==> src/rtl/rcv_bit_ctrl.sv <==
// UART receive bit-timing/control: line synchroniser, start-bit qualify,
// bit-centre shift strobes, stop-bit framing check and buffer-load pulse.
module rcv_bit_ctrl #(
  parameter int CLKS_PER_BIT = 10,
  parameter int DATA_BITS    = 8
) (
  input  logic clk,
  input  logic n_rst,
  input  logic serial_in,
  input  logic stop_bit,
  output logic shift_strobe,
  output logic load_buffer,
  output logic framing_error,
  output logic rx_busy
);

  localparam int CW = $clog2(CLKS_PER_BIT);
  localparam int BW = $clog2(DATA_BITS + 2);

  // START decision is registered on the edge after the count reaches this,
  // so the outcome is visible at cycle CLKS_PER_BIT/2.
  localparam logic [CW-1:0] HALF_M2  = CW'(CLKS_PER_BIT / 2 - 2);
  localparam logic [CW-1:0] CLK_LAST = CW'(CLKS_PER_BIT - 1);
  localparam logic [BW-1:0] BIT_LAST = BW'(DATA_BITS + 1);

  typedef enum logic [2:0] {
    IDLE,
    START,
    RECEIVE,
    CHECK,
    LOAD
  } state_e;

  state_e          state_q, state_d;
  logic [CW-1:0]   clk_cnt_q, clk_cnt_d;
  logic [BW-1:0]   bit_cnt_q, bit_cnt_d;
  logic            strobe_q, strobe_d;
  logic            load_q, load_d;
  logic            fe_q, fe_d;
  logic            busy_q, busy_d;

  logic            meta_q, sync_q, prev_q;
  logic [2:0]      armed_q;
  logic            start_edge;

  // armed_q holds off edge detection until prev_q carries a real line sample,
  // so a line already low when reset releases is not taken as a start bit.
  always_ff @(posedge clk or negedge n_rst) begin
    if (!n_rst) begin
      meta_q  <= 1'b1;
      sync_q  <= 1'b1;
      prev_q  <= 1'b1;
      armed_q <= '0;
    end else begin
      meta_q  <= serial_in;
      sync_q  <= meta_q;
      prev_q  <= sync_q;
      armed_q <= {armed_q[1:0], 1'b1};
    end
  end

  assign start_edge = armed_q[2] & prev_q & ~sync_q;

  always_ff @(posedge clk or negedge n_rst) begin
    if (!n_rst) begin
      state_q   <= IDLE;
      clk_cnt_q <= '0;
      bit_cnt_q <= '0;
      strobe_q  <= 1'b0;
      load_q    <= 1'b0;
      fe_q      <= 1'b0;
      busy_q    <= 1'b0;
    end else begin
      state_q   <= state_d;
      clk_cnt_q <= clk_cnt_d;
      bit_cnt_q <= bit_cnt_d;
      strobe_q  <= strobe_d;
      load_q    <= load_d;
      fe_q      <= fe_d;
      busy_q    <= busy_d;
    end
  end

  always_comb begin
    state_d   = state_q;
    clk_cnt_d = clk_cnt_q;
    bit_cnt_d = bit_cnt_q;
    strobe_d  = 1'b0;
    load_d    = 1'b0;
    fe_d      = fe_q;

    unique case (state_q)
      IDLE: begin
        if (start_edge) state_d = START;
      end

      START: begin
        if (clk_cnt_q == HALF_M2) begin
          clk_cnt_d = '0;
          if (!sync_q) begin
            state_d   = RECEIVE;
            bit_cnt_d = '0;
            fe_d      = 1'b0;
          end else begin
            state_d = IDLE;
          end
        end else begin
          clk_cnt_d = clk_cnt_q + CW'(1);
        end
      end

      RECEIVE: begin
        if (bit_cnt_q == BIT_LAST) begin
          state_d = CHECK;
        end else if (clk_cnt_q == CLK_LAST) begin
          strobe_d  = 1'b1;
          clk_cnt_d = '0;
          bit_cnt_d = bit_cnt_q + BW'(1);
        end else begin
          clk_cnt_d = clk_cnt_q + CW'(1);
        end
      end

      CHECK: begin
        fe_d = ~stop_bit;
        if (stop_bit) begin
          state_d = LOAD;
          load_d  = 1'b1;
        end else begin
          state_d = IDLE;
        end
      end

      LOAD: begin
        state_d = IDLE;
      end

      default: begin
        state_d = IDLE;
      end
    endcase

    if (state_d == IDLE) begin
      clk_cnt_d = '0;
      bit_cnt_d = '0;
    end

    busy_d = (state_d != IDLE);
  end

  assign shift_strobe  = strobe_q;
  assign load_buffer   = load_q;
  assign framing_error = fe_q;
  assign rx_busy       = busy_q;

endmodule

==> config.mk <==
export PLATFORM = sky130hd
export DESIGN_NAME = rcv_bit_ctrl
export DESIGN_NICKNAME = d
export VERILOG_FILES = /design/src/rtl/rcv_bit_ctrl.sv
export SDC_FILE = /design/constraint.sdc
export NUM_CORES = 1
export LEC_CHECK = 0
export CORE_MARGIN = 5
export CORE_UTILIZATION = 55
export DETAILED_ROUTE_END_ITERATION = 10
export PLACE_DENSITY = 0.73
export SLEW_MARGIN = 20
export SYNTH_ARGS = -nofsm -noshare
export SYNTH_HDL_FRONTEND = slang
export SYNTH_SLANG_ARGS = --single-unit
==> constraint.sdc <==
create_clock -name clk -period 3.2 [get_ports clk]
set_clock_uncertainty 0.2 [all_clocks]
set_input_delay 0.64 -clock clk [delete_from_list [all_inputs] [get_ports clk]]
set_output_delay 0.64 -clock clk [all_outputs]
set_load 0.02 [all_outputs]
==> qor.json <==
{
  "die": {
    "std_cell_rows": 15,
    "effective_utilization_at_floorplan_pct": 59.3,
    "fp.coreArea_um2": 1760,
    "ios": 8,
    "die_area_um2": 2870,
    "floorplan.die.height_um": 53.6,
    "die_w_um": 53.6
  },
  "worst_setup_path": {
    "critical_path.endpoint_type": "output pin",
    "max_stage_delay_ps": 600,
    "timing_worst_setup_path_type": "register to output pin",
    "cp_cell_sequence": "clkdlybuf4s50_1",
    "critical_path.n_buffers_inverters": 1,
    "crit_slowest_cell": "clkdlybuf4s50_1",
    "timing.critical_path.required_ps": 2360,
    "critical_path.startpoint_type": "register",
    "critical_path_arrival_ps": 1270,
    "critPathTopFamily": "buffers and inverters",
    "critical_path.max_fanout": 2
  },
  "global_route": {
    "antenna_found_initial": 0,
    "grt_start_max_net_pins": 22,
    "first_pass_grt_wire_length_mm": 3.17,
    "grtUsageTotal_pct": 15.7,
    "grt_pass1_vias": 707,
    "grt-ovfl-total": 0
  },
  "place": {
    "finalWeightedCongestion": 0.868,
    "io_buffers": 7,
    "dp_hpwl_mm": 1.31
  },
  "logic_synthesis": {
    "synth_top_family_by_area": "simple AND/OR/NAND/NOR gates",
    "share_of_synthesized_area_spent_on_multiplexers_pct": 0,
    "asyncSetResetFlopFracSynth_pct": 100,
    "synth-warning-count": 0,
    "yosys.area_share.xor_xnor_pct": 0,
    "syn-num-nets": 111,
    "synth_cell_types": 37,
    "synth-adder-area-share_pct": 4.78,
    "yosys.area_share.simple_pct": 24.5,
    "postSynthRegisterBits": 21,
    "synth_sequential_area_ratio_pct": 50.6,
    "mappedNetlistArea_um2": 1050,
    "syn_avg_cell_area_um2": 10.2,
    "synth_top_flop_cell": "dfrtp_1",
    "post_synth_edffs": 0,
    "synthCells": 103,
    "complex_gate_fraction_of_the_synthesized_area_pct": 14.7
  },
  "timing": {
    "fmax_mhz": 474,
    "final_period_minus_worst_setup_slack_ps": 2110,
    "setup_violations": 0,
    "actual_slew_at_the_worst_max_slew_pin_ps": 864,
    "period_share_pct": 65.9,
    "finalHoldViolations": 0,
    "setup_tns_ps": 0,
    "rsz0062_at_grt": "no",
    "number_of_slew_limit_violations_in_the_final_report": 0,
    "relative_max_transition_margin_pct": 42.2
  },
  "outcome": {
    "outcome": "completed"
  },
  "route": {
    "routed-via-count": 761,
    "route.antenna.remaining_nets": 0,
    "detailedRoute.firstPassIterationCount": 4,
    "dr.first_iter.drc_count": 8,
    "drc": 0,
    "wl_per_cell_um": 13.3,
    "routed_wl_mm": 1.80,
    "post_drt_via_cell_ratio": 5.64
  },
  "clock_network": {
    "htree_num_levels": 1,
    "post_cts_hold_buffer_count": 0,
    "setup_fix_bufs_post_cts": 0,
    "cts_inserted_buffers": 3,
    "cts.sinks": 21,
    "cts_buffer_depth": 2,
    "post_cts_resized": 0,
    "cts_tree": "yes",
    "path_clk_slew_ps": 110,
    "clk_latency_ps": 300,
    "cts.root.buffer_cell": "clkbuf_4"
  },
  "flow_run": {
    "drv.max_cap_violation_count": 0
  },
  "final_layout": {
    "final_layout_size_suffix_gt1_share_pct": 10.0,
    "layout.core_utilization_pct": 65.0,
    "leading_cell_type_in_the_layout_fill_and_taps_excluded": "dfrtp_1",
    "layout_common_cells": "18 x dfrtp_1, 9 x nor2_1, 7 x clkdlybuf4s50_1, 6 x nand2_1, 6 x inv_1",
    "final_nets": 119,
    "area.growth.synth_to_final_pct": 9.69,
    "diode_count": 0,
    "fillerInstances": 152
  },
  "power": {
    "p_total_mw": 0.704,
    "p_leak_nw": 0.488,
    "power-per-cell-area_nw_per_um2": 613,
    "vdd_drop_max_mv": 0.390
  },
  "hold_path": {
    "min_path_type": "register to register"
  }
}
==> path summary, 6_finish.rpt <==
check                         startpoint       endpoint  slack (ps)  cells after the start
max in group asynchronous          n_rst  framing_error        1660                      1
setup reg to reg            clk_cnt_q[0]   clk_cnt_q[2]        1100                      5
setup / recovery           framing_error  framing_error        1090                      1
min in group asynchronous          n_rst    load_buffer         610                      1
hold / removal                armed_q[1]     armed_q[2]         160                      0
hold reg to reg               armed_q[1]     armed_q[2]         160                      0
==> power breakdown <==
group | total (mW) | leakage, nW | internal, mW | switching, mW
Sequential | 0.345 | 0.266 | 0.303 | 0.0417
Clock | 0.128 | 0.0139 | 0.0476 | 0.0803
Combinational | 0.231 | 0.208 | 0.100 | 0.131
==> layout make-up <==
class	instances	area, um^2	area share, %
Sequential cell	21	529	46.1
Multi-Input combinational cell	72	464	40.5
Timing Repair Buffer	7	70.1	6.11
Tap cell	25	31.3	2.73
Clock buffer	3	22.5	1.96
Inverter	6	22.5	1.96
Clock inverter	1	7.51	0.654
==> routing by layer <==
layer  track usage (%)  routed length, um
met5                 0                  0
met3              4.16                 76
met4              7.66                 14
met2              23.1                827
met1              21.3                878
==> flip-flops by register name, indices dropped and copies added (netlist names) <==
| name | flops |
|---|---|
| armed_q | 3 |
| prev_q | 1 |
| rx_busy | 1 |
| state_q | 3 |
| meta_q | 1 |
| clk_cnt_q | 4 |
| framing_error | 1 |
| sync_q | 1 |
| bit_cnt_q | 4 |
| shift_strobe | 1 |
| load_buffer | 1 |
==> kinds of logic (layout without fill, tap and decap cells) <==
kind of cell	count (synthesis)	in the layout
other	1	1
AOI/OAI and AO/OA	23	23
DFF	21	21
adders and majority gates	4	4
and+or+nand+nor	44	44
buffers and inverters	10	17
==> cells in the mapped netlist, types with 2 or more instances <==
library cell | number | area (um^2)
dfrtp_1 | 18 | 450
nor2_1 | 9 | 33.8
inv_1 | 6 | 22.5
nand2_1 | 6 | 22.5
a21oi_1 | 5 | 25.0
o21ai_0 | 5 | 25.0
ha_1 | 4 | 50.1
nor3_1 | 4 | 20.0
dfstp_2 | 3 | 78.8
nand3_1 | 3 | 15.0
nand3b_1 | 3 | 22.5
nor3b_1 | 3 | 22.5
a31oi_1 | 2 | 12.5
a32oi_1 | 2 | 17.5
and3_1 | 2 | 12.5
and3b_1 | 2 | 17.5
buf_6 | 2 | 22.5
clkbuf_1 | 2 | 7.51
nor2b_1 | 2 | 12.5
o211ai_1 | 2 | 15.0
or3_1 | 2 | 12.5
==> through the flow <==
| stage | instance area [um^2] | cells | hold WS (ps) | worst slack, ps |
|---|---|---|---|---|
| global route | 1150 | 135 | 170 | 938 |
| CTS | 1150 | 135 | 162 | 1080 |
| detailed placement | 1120 | 131 | 135 | 772 |
| global placement | 1120 | 131 | 133 | 860 |
| finish | 1150 | 135 | 162 | 1090 |
| floorplan | 1050 | 103 | 131 | 1270 |
Note: power is estimated with default switching activity, not from simulation.
